`config.mk`:
```
export PLATFORM = sky130hd
export DESIGN_NAME = color_quantize_pipe
export DESIGN_NICKNAME = d
export VERILOG_FILES = /design/src/rtl/color_quantize_pipe.sv
export SDC_FILE = /design/constraint.sdc
export NUM_CORES = 1
export LEC_CHECK = 0
export ABC_CLOCK_PERIOD_IN_PS = 5300
export CAP_MARGIN = 10
export CORE_MARGIN = 2
export CORE_UTILIZATION = 25
export DETAILED_ROUTE_END_ITERATION = 16
export GPL_ROUTABILITY_DRIVEN = 0
export SYNTH_ARGS = -nofsm -noshare
export SYNTH_HDL_FRONTEND = slang
export SYNTH_SLANG_ARGS = --single-unit
```
`constraint.sdc`:
```
create_clock -name clk -period 5.3 [get_ports clk]
set_input_delay 0.53 -clock clk [delete_from_list [all_inputs] [get_ports clk]]
set_output_delay 0.53 -clock clk [all_outputs]
set_load 0.02 [all_outputs]
```
`src/rtl/color_quantize_pipe.sv`:
```
// -----------------------------------------------------------------------------
// color_quantize_pipe
//   Pipelined per-channel colour-depth reducer. Each channel keeps k MSBs
//   (k programmable per channel) using truncate, round-to-nearest or 2x2
//   ordered dither, or passes the pixel through. Configuration is written to
//   a shadow set and copied to the active set on the first pixel of a frame.
//
// Ports
//   clk       system clock, rising edge
//   reset     asynchronous active-high reset, clears all state
//   pix_in    input pixel, NUM_CH channels of CH_W bits, channel 0 in LSBs
//   in_valid  pix_in valid this cycle
//   in_sol    first pixel of a line (qualified by in_valid)
//   in_sof    first pixel of a frame (qualified by in_valid, implies sol)
//   cfg_we    shadow config write strobe
//   cfg_ch    target channel, values >= NUM_CH broadcast to all channels
//   cfg_bits  kept bits minus one
//   cfg_mode  0 truncate, 1 round, 2 ordered dither, 3 passthrough (global)
//   pix_out   quantised pixel, holds while out_valid=0
//   out_valid pix_out valid, exactly two cycles after in_valid
//
// Handshake: valid-only stream. A pixel is accepted on every edge where
//   in_valid=1; there is no ready, the pipeline never stalls and out_valid
//   follows in_valid with a fixed latency of two cycles.
// -----------------------------------------------------------------------------
module color_quantize_pipe #(
   parameter int CH_W   = 8,
   parameter int NUM_CH = 3,
   parameter int SEL_W  = 2,
   parameter int LVL_W  = 3
) (
   input  logic                     clk,
   input  logic                     reset,
   input  logic [NUM_CH*CH_W-1:0]   pix_in,
   input  logic                     in_valid,
   input  logic                     in_sol,
   input  logic                     in_sof,
   input  logic                     cfg_we,
   input  logic [SEL_W-1:0]         cfg_ch,
   input  logic [LVL_W-1:0]         cfg_bits,
   input  logic [1:0]               cfg_mode,
   output logic [NUM_CH*CH_W-1:0]   pix_out,
   output logic                     out_valid
);

   localparam logic [LVL_W:0] CHW_L = (LVL_W+1)'(CH_W);

   // Settings are stored as the shift s = CH_W - k; s = 0 means keep all bits,
   // which makes the reset value (all zero) the passthrough configuration.
   logic [LVL_W-1:0] shadow_s     [NUM_CH];
   logic [LVL_W-1:0] active_s     [NUM_CH];
   logic [LVL_W-1:0] shadow_s_nxt [NUM_CH];
   logic [LVL_W-1:0] eff_s        [NUM_CH];
   logic [1:0]       shadow_mode, active_mode, shadow_mode_nxt, eff_mode;

   logic [LVL_W:0]   req_k;
   logic [LVL_W-1:0] req_s;
   logic             commit;
   logic             x_par, y_par, cur_x, cur_y;
   logic [1:0]       bayer_t;

   logic [CH_W:0]    sum_nxt  [NUM_CH];
   logic [CH_W-1:0]  mask_nxt [NUM_CH];
   logic [CH_W:0]    v_ext;
   logic [CH_W+1:0]  dith;

   logic             s1_valid;
   logic [CH_W:0]    s1_sum  [NUM_CH];
   logic [CH_W-1:0]  s1_mask [NUM_CH];
   logic [NUM_CH*CH_W-1:0] out_nxt;

   assign commit = in_valid & in_sof;

   // Shadow next-state including this edge's write, so a write on the same
   // edge as a frame start is committed together with the rest of the set.
   always_comb begin
      req_k = {1'b0, cfg_bits} + (LVL_W+1)'(1);
      req_s = (req_k >= CHW_L) ? '0 : LVL_W'(CHW_L - req_k);
      shadow_mode_nxt = cfg_we ? cfg_mode : shadow_mode;
      for (int c = 0; c < NUM_CH; c++) begin
         shadow_s_nxt[c] = shadow_s[c];
         if (cfg_we && ((cfg_ch >= SEL_W'(NUM_CH)) || (cfg_ch == SEL_W'(c))))
            shadow_s_nxt[c] = req_s;
      end
   end

   // The frame-start pixel itself already uses the freshly committed set.
   always_comb begin
      eff_mode = commit ? shadow_mode_nxt : active_mode;
      for (int c = 0; c < NUM_CH; c++)
         eff_s[c] = commit ? shadow_s_nxt[c] : active_s[c];
   end

   // Position of the current pixel, before the parities are advanced.
   always_comb begin
      cur_x = (in_sof | in_sol) ? 1'b0 : x_par;
      cur_y = in_sof ? 1'b0 : (in_sol ? ~y_par : y_par);
      case ({cur_y, cur_x})
         2'b00:   bayer_t = 2'd0;
         2'b01:   bayer_t = 2'd2;
         2'b10:   bayer_t = 2'd3;
         default: bayer_t = 2'd1;
      endcase
   end

   // Stage 1 datapath: one extra bit of headroom so the later saturation
   // sees any carry out of the rounding/dither addition.
   always_comb begin
      v_ext = '0;
      dith  = '0;
      for (int c = 0; c < NUM_CH; c++) begin
         v_ext       = {1'b0, pix_in[c*CH_W +: CH_W]};
         dith        = ({CH_W'(0), bayer_t} << eff_s[c]) >> 2;
         mask_nxt[c] = {CH_W{1'b1}} << eff_s[c];
         case (eff_mode)
            2'd0: sum_nxt[c] = v_ext;
            2'd1: sum_nxt[c] = (eff_s[c] == '0) ? v_ext
                             : v_ext + ((CH_W+1)'(1) << (eff_s[c] - LVL_W'(1)));
            2'd2: sum_nxt[c] = v_ext + dith[CH_W:0];
            default: begin
               sum_nxt[c]  = v_ext;
               mask_nxt[c] = '1;
            end
         endcase
      end
   end

   // Stage 2 datapath: saturate before masking.
   always_comb begin
      out_nxt = '0;
      for (int c = 0; c < NUM_CH; c++)
         out_nxt[c*CH_W +: CH_W] = (s1_sum[c][CH_W] ? {CH_W{1'b1}} : s1_sum[c][CH_W-1:0])
                                   & s1_mask[c];
   end

   always_ff @(posedge clk or posedge reset) begin
      if (reset) begin
         shadow_mode <= '0;
         active_mode <= '0;
         x_par       <= 1'b0;
         y_par       <= 1'b0;
         s1_valid    <= 1'b0;
         out_valid   <= 1'b0;
         pix_out     <= '0;
         for (int c = 0; c < NUM_CH; c++) begin
            shadow_s[c] <= '0;
            active_s[c] <= '0;
            s1_sum[c]   <= '0;
            s1_mask[c]  <= '0;
         end
      end else begin
         shadow_mode <= shadow_mode_nxt;
         for (int c = 0; c < NUM_CH; c++)
            shadow_s[c] <= shadow_s_nxt[c];
         if (commit) begin
            active_mode <= shadow_mode_nxt;
            for (int c = 0; c < NUM_CH; c++)
               active_s[c] <= shadow_s_nxt[c];
         end
         if (in_valid) begin
            x_par <= ~cur_x;
            y_par <= cur_y;
            for (int c = 0; c < NUM_CH; c++) begin
               s1_sum[c]  <= sum_nxt[c];
               s1_mask[c] <= mask_nxt[c];
            end
         end
         s1_valid  <= in_valid;
         out_valid <= s1_valid;
         if (s1_valid)
            pix_out <= out_nxt;
      end
   end

endmodule

```
==> impl_results.md <==
- Via count: 6,141
- Port bufs: 61
- Data arrival, critical path: 4.63 ns
- Final min period: 4.404 ns
- GR Util All Layers: 13.91%
- Multi-input gate area: 4150 um2
- Count of different cell masters after synthesis: 67
- RSZ-0062 raised after global routing: false
- Sink Count: 99
- Crit path depth: 18
- Crit Path Max Fanout: 6
- Peak Freq: 0.2270 GHz
- Site Rows: 61
- Final WS setup: 0.8956 ns
- Pwr dens: 363.0 nW/um2
- Slew headroom: 26.81%
- Grt total ovfl: 0
- Global-route wire length before repair: 32,490 um
- Vias in the first global route: 5,814
- DRC: 0
- Crit-path max cell delay: 0.53 ns
- CTS max path bufs: 2
- FF-to-FF path depth: 11
- TritonCTS buffer count: 9
- PostCTS Resize Cnt: 0
- Area Growth Syn to Fin: 18.40%
- Total die area: 29,540 um2
- R2r startpoint: y_par
- Reg2Reg Capture Point: s1_sum[25]
- Worst-path clk slew: 0.07 ns
- Commonest non-fill, non-tap cell in the layout: nor2_1
- Hold path depth: 1
- CTS tree: yes
- # fillers: 2,950
- Share of the synthesized area in the top cell type: 35.17%
- Period utilisation layout: 83.10%
- Synth Flop Type: dfrtp_1
- Setup bufs post-CTS: 0
- Core area: 27,780 um2
- Initial Util: 25.36%
- CP Cell Sequence: clkdlybuf4s50_1 -> ha_1 -> nor2_1 -> a211oi_1 -> o31a_2 -> nand2_1 -> inv_1 -> ha_1 -> inv_1 -> nor2_1 -> ha_1 -> fa_1 -> a211oi_1 -> o21bai_1 -> a21o_1 -> a211o_1 -> o2111ai_1 -> o211ai_1
- Req. time, crit path: 5.52 ns
- Crit path max-delay cell type: clkdlybuf4s50_1
- Setup TNS: 0 ns
- Ys Warns: 0
- Worst path bufs/invs: 3
- Chip width: 171.9 um
- Drt pass-1 iters: 5
- Register area share after synthesis: 35.17%
- R2R setup slack: 1.79 ns
- Worst-margin pin slew: 1.098 ns
- Leakage: 3.588 nW
- First DRT Iteration DRCs: 594
- Largest cells by area after synthesis: dfrtp_1 35%, ha_1 11%, nor2_1 5.4%, o21ai_0 4.8%, a21oi_1 4.3%
- Cell seen most often among critical-path stages: ha_1
- Clock root buffer: clkbuf_16
- Worst Hold Path EP: s1_mask[19]
- Final setup viols: 0
- Mapped Area: 7044 um2
- Maximum vdd drop: 0.0001743 V
- Kind of critical path: primary input to register
- EDFF count, synth: 0
- Max Slew Vio Count: 0
- Initial antenna violation count: 7
- Class of the worst hold path: register to register
- Type of element launching the critical path: primary input
- Post-DP HPWL: 14,940 um
- Hold violation count in the final report: 0
- Synth async-reset ratio: 100.0%
- Clock Skew: 0.009051 ns
- Max Cap Viol: 0
- H-tree levels: 3
- Commonest non-fill, non-tap cells in the layout: 102 x nor2_1, 99 x dfrtp_1, 67 x o21ai_0, 65 x inv_1, 63 x ha_1
- Run status: complete, no violations
- Worst-Skew Late Latency: 0.35 ns
- Hold buffer count at cts: 0
- Layout Nets: 964
- Yosys top cell by area: dfrtp_1
- CP endpoint kind: register
- Mapped Nets: 922
- Die Y: 171.9 um
- Final wirelength: 20,000 um
- Post-DRT Antenna Nets: 0
- Setup WS pre-CTS: 0.5728 ns
- Syn avg cell area: 8.633 um2
- Via density: 4.944
- Largest net degree at the start of global routing: 90
- Layout cells sized above 1: 6.025%
- CP delay by family, top: compound AO/OA/AOI/OAI gates
- FF+latch area: 2477 um2
- Post-synthesis register bit count: 99
- Post-Synthesis Cells: 816
- Drt wl/cell: 16.10 um
- Top Ports: 62
- Hold_sp: s1_mask[19]
-- worst register-to-register path: cells and delay by family (launching register included) --
family	cells	cell delay, ns
AOI/OAI and AO/OA	6	1.73
DFF	1	0.40
adders and majority gates	2	0.82
and+or+nand+nor	2	0.27
xor gates and xnor gates	1	0.13
-- sequential cells by signal (all words and copies together) (netlist names) --
| name | cells |
|---|---|
| shadow_mode | 2 |
| s1_valid | 1 |
| pix_out | 24 |
| y_par | 1 |
| shadow_s | 9 |
| x_par | 1 |
| s1_sum | 27 |
| out_valid | 1 |
| active_mode | 2 |
| s1_mask | 22 |
| active_s | 9 |
-- synth_stat cells (12+ instances only) --
master    number
a21oi_1       60
inv_1         66
o21a_1        12
o22ai_1       12
clkbuf_1      27
nand2_1       46
nor2_1       102
o211ai_1      28
xnor2_1       12
nand2b_1      13
dfrtp_1       99
a31oi_1       14
o21ai_0       67
ha_1          63
nor2b_1       13
a211oi_1      18
-- final cells by class --
cell class,instances,share of cell area (%)
Clock inverter,7,0.9901
Antenna cell,1,0.03000
Inverter,72,3.345
Timing Repair Buffer,67,7.801
Sequential cell,99,29.70
Clock buffer,9,2.700
Multi-Input combinational cell,609,49.76
Tap cell,378,5.671
-- layer usage --
metal / routed length, um / GRT usage (%) / vias to the layer above / part of all wire (%)
li1: - / - / 3014 / -
met4: 320 / 3.763 / 8 / 1.6
met2: 8264 / 20.20 / 174 / 41
met3: 1303 / 2.792 / 27 / 6.5
met1: 10060 / 20.77 / 2918 / 50
met5: 51 / 0 / - / 0.26
-- worst max path at each step --
stage,start,to,slack (ns)
2_1_floorplan,cfg_bits[0],s1_sum[17],1.47
6_report,cfg_bits[0],s1_sum[17],0.90
5_1_grt,cfg_bits[0],s1_sum[16],0.52
3_5_place_dp,cfg_bits[0],s1_sum[17],0.57
3_3_place_gp,cfg_bits[0],s1_sum[16],0.66
4_1_cts,cfg_ch[0],s1_sum[24],0.94
-- power breakdown --
group	total, mW	leakage [nW]	switching [mW]	internal [mW]
registers	1.02	1.15	0.0946	0.928
clock network	0.692	0.145	0.318	0.374
logic	1.31	2.29	0.772	0.541
total	3.03	3.59	1.18	1.84
-- logic make-up (layout without fill, tap and decap cells) --
logic type / count (synthesis) / after routing / share of synthesized area (%)
AND/OR/NAND/NOR: 219 / 219 / 14.23
XOR/XNOR: 17 / 17 / 2.114
adder cells (fa/ha/maj): 69 / 69 / 12.90
multiplexers: 19 / 19 / 3.268
AO/OA/AOI/OAI: 285 / 285 / 26.41
other: 0 / 1 / 0
flip-flops: 99 / 99 / 35.17
buffers and inverters: 108 / 155 / 5.915
-- through the flow --
step,instance area (um2),power (mW),hold WS (ns),std cells,util [%]
2_1_floorplan,7044,1.924,0.3888,816,-
3_3_place_gp,8030,2.321,0.4604,1225,28.90
3_5_place_dp,8030,2.331,0.4679,1225,28.90
4_1_cts,8338,3.032,0.4840,1241,30.01
5_1_grt,8338,3.246,0.5048,1241,30.01
6_report,8341,3.027,0.4807,1242,30.02
No activity file was read; power rests on OpenSTA's default activity.
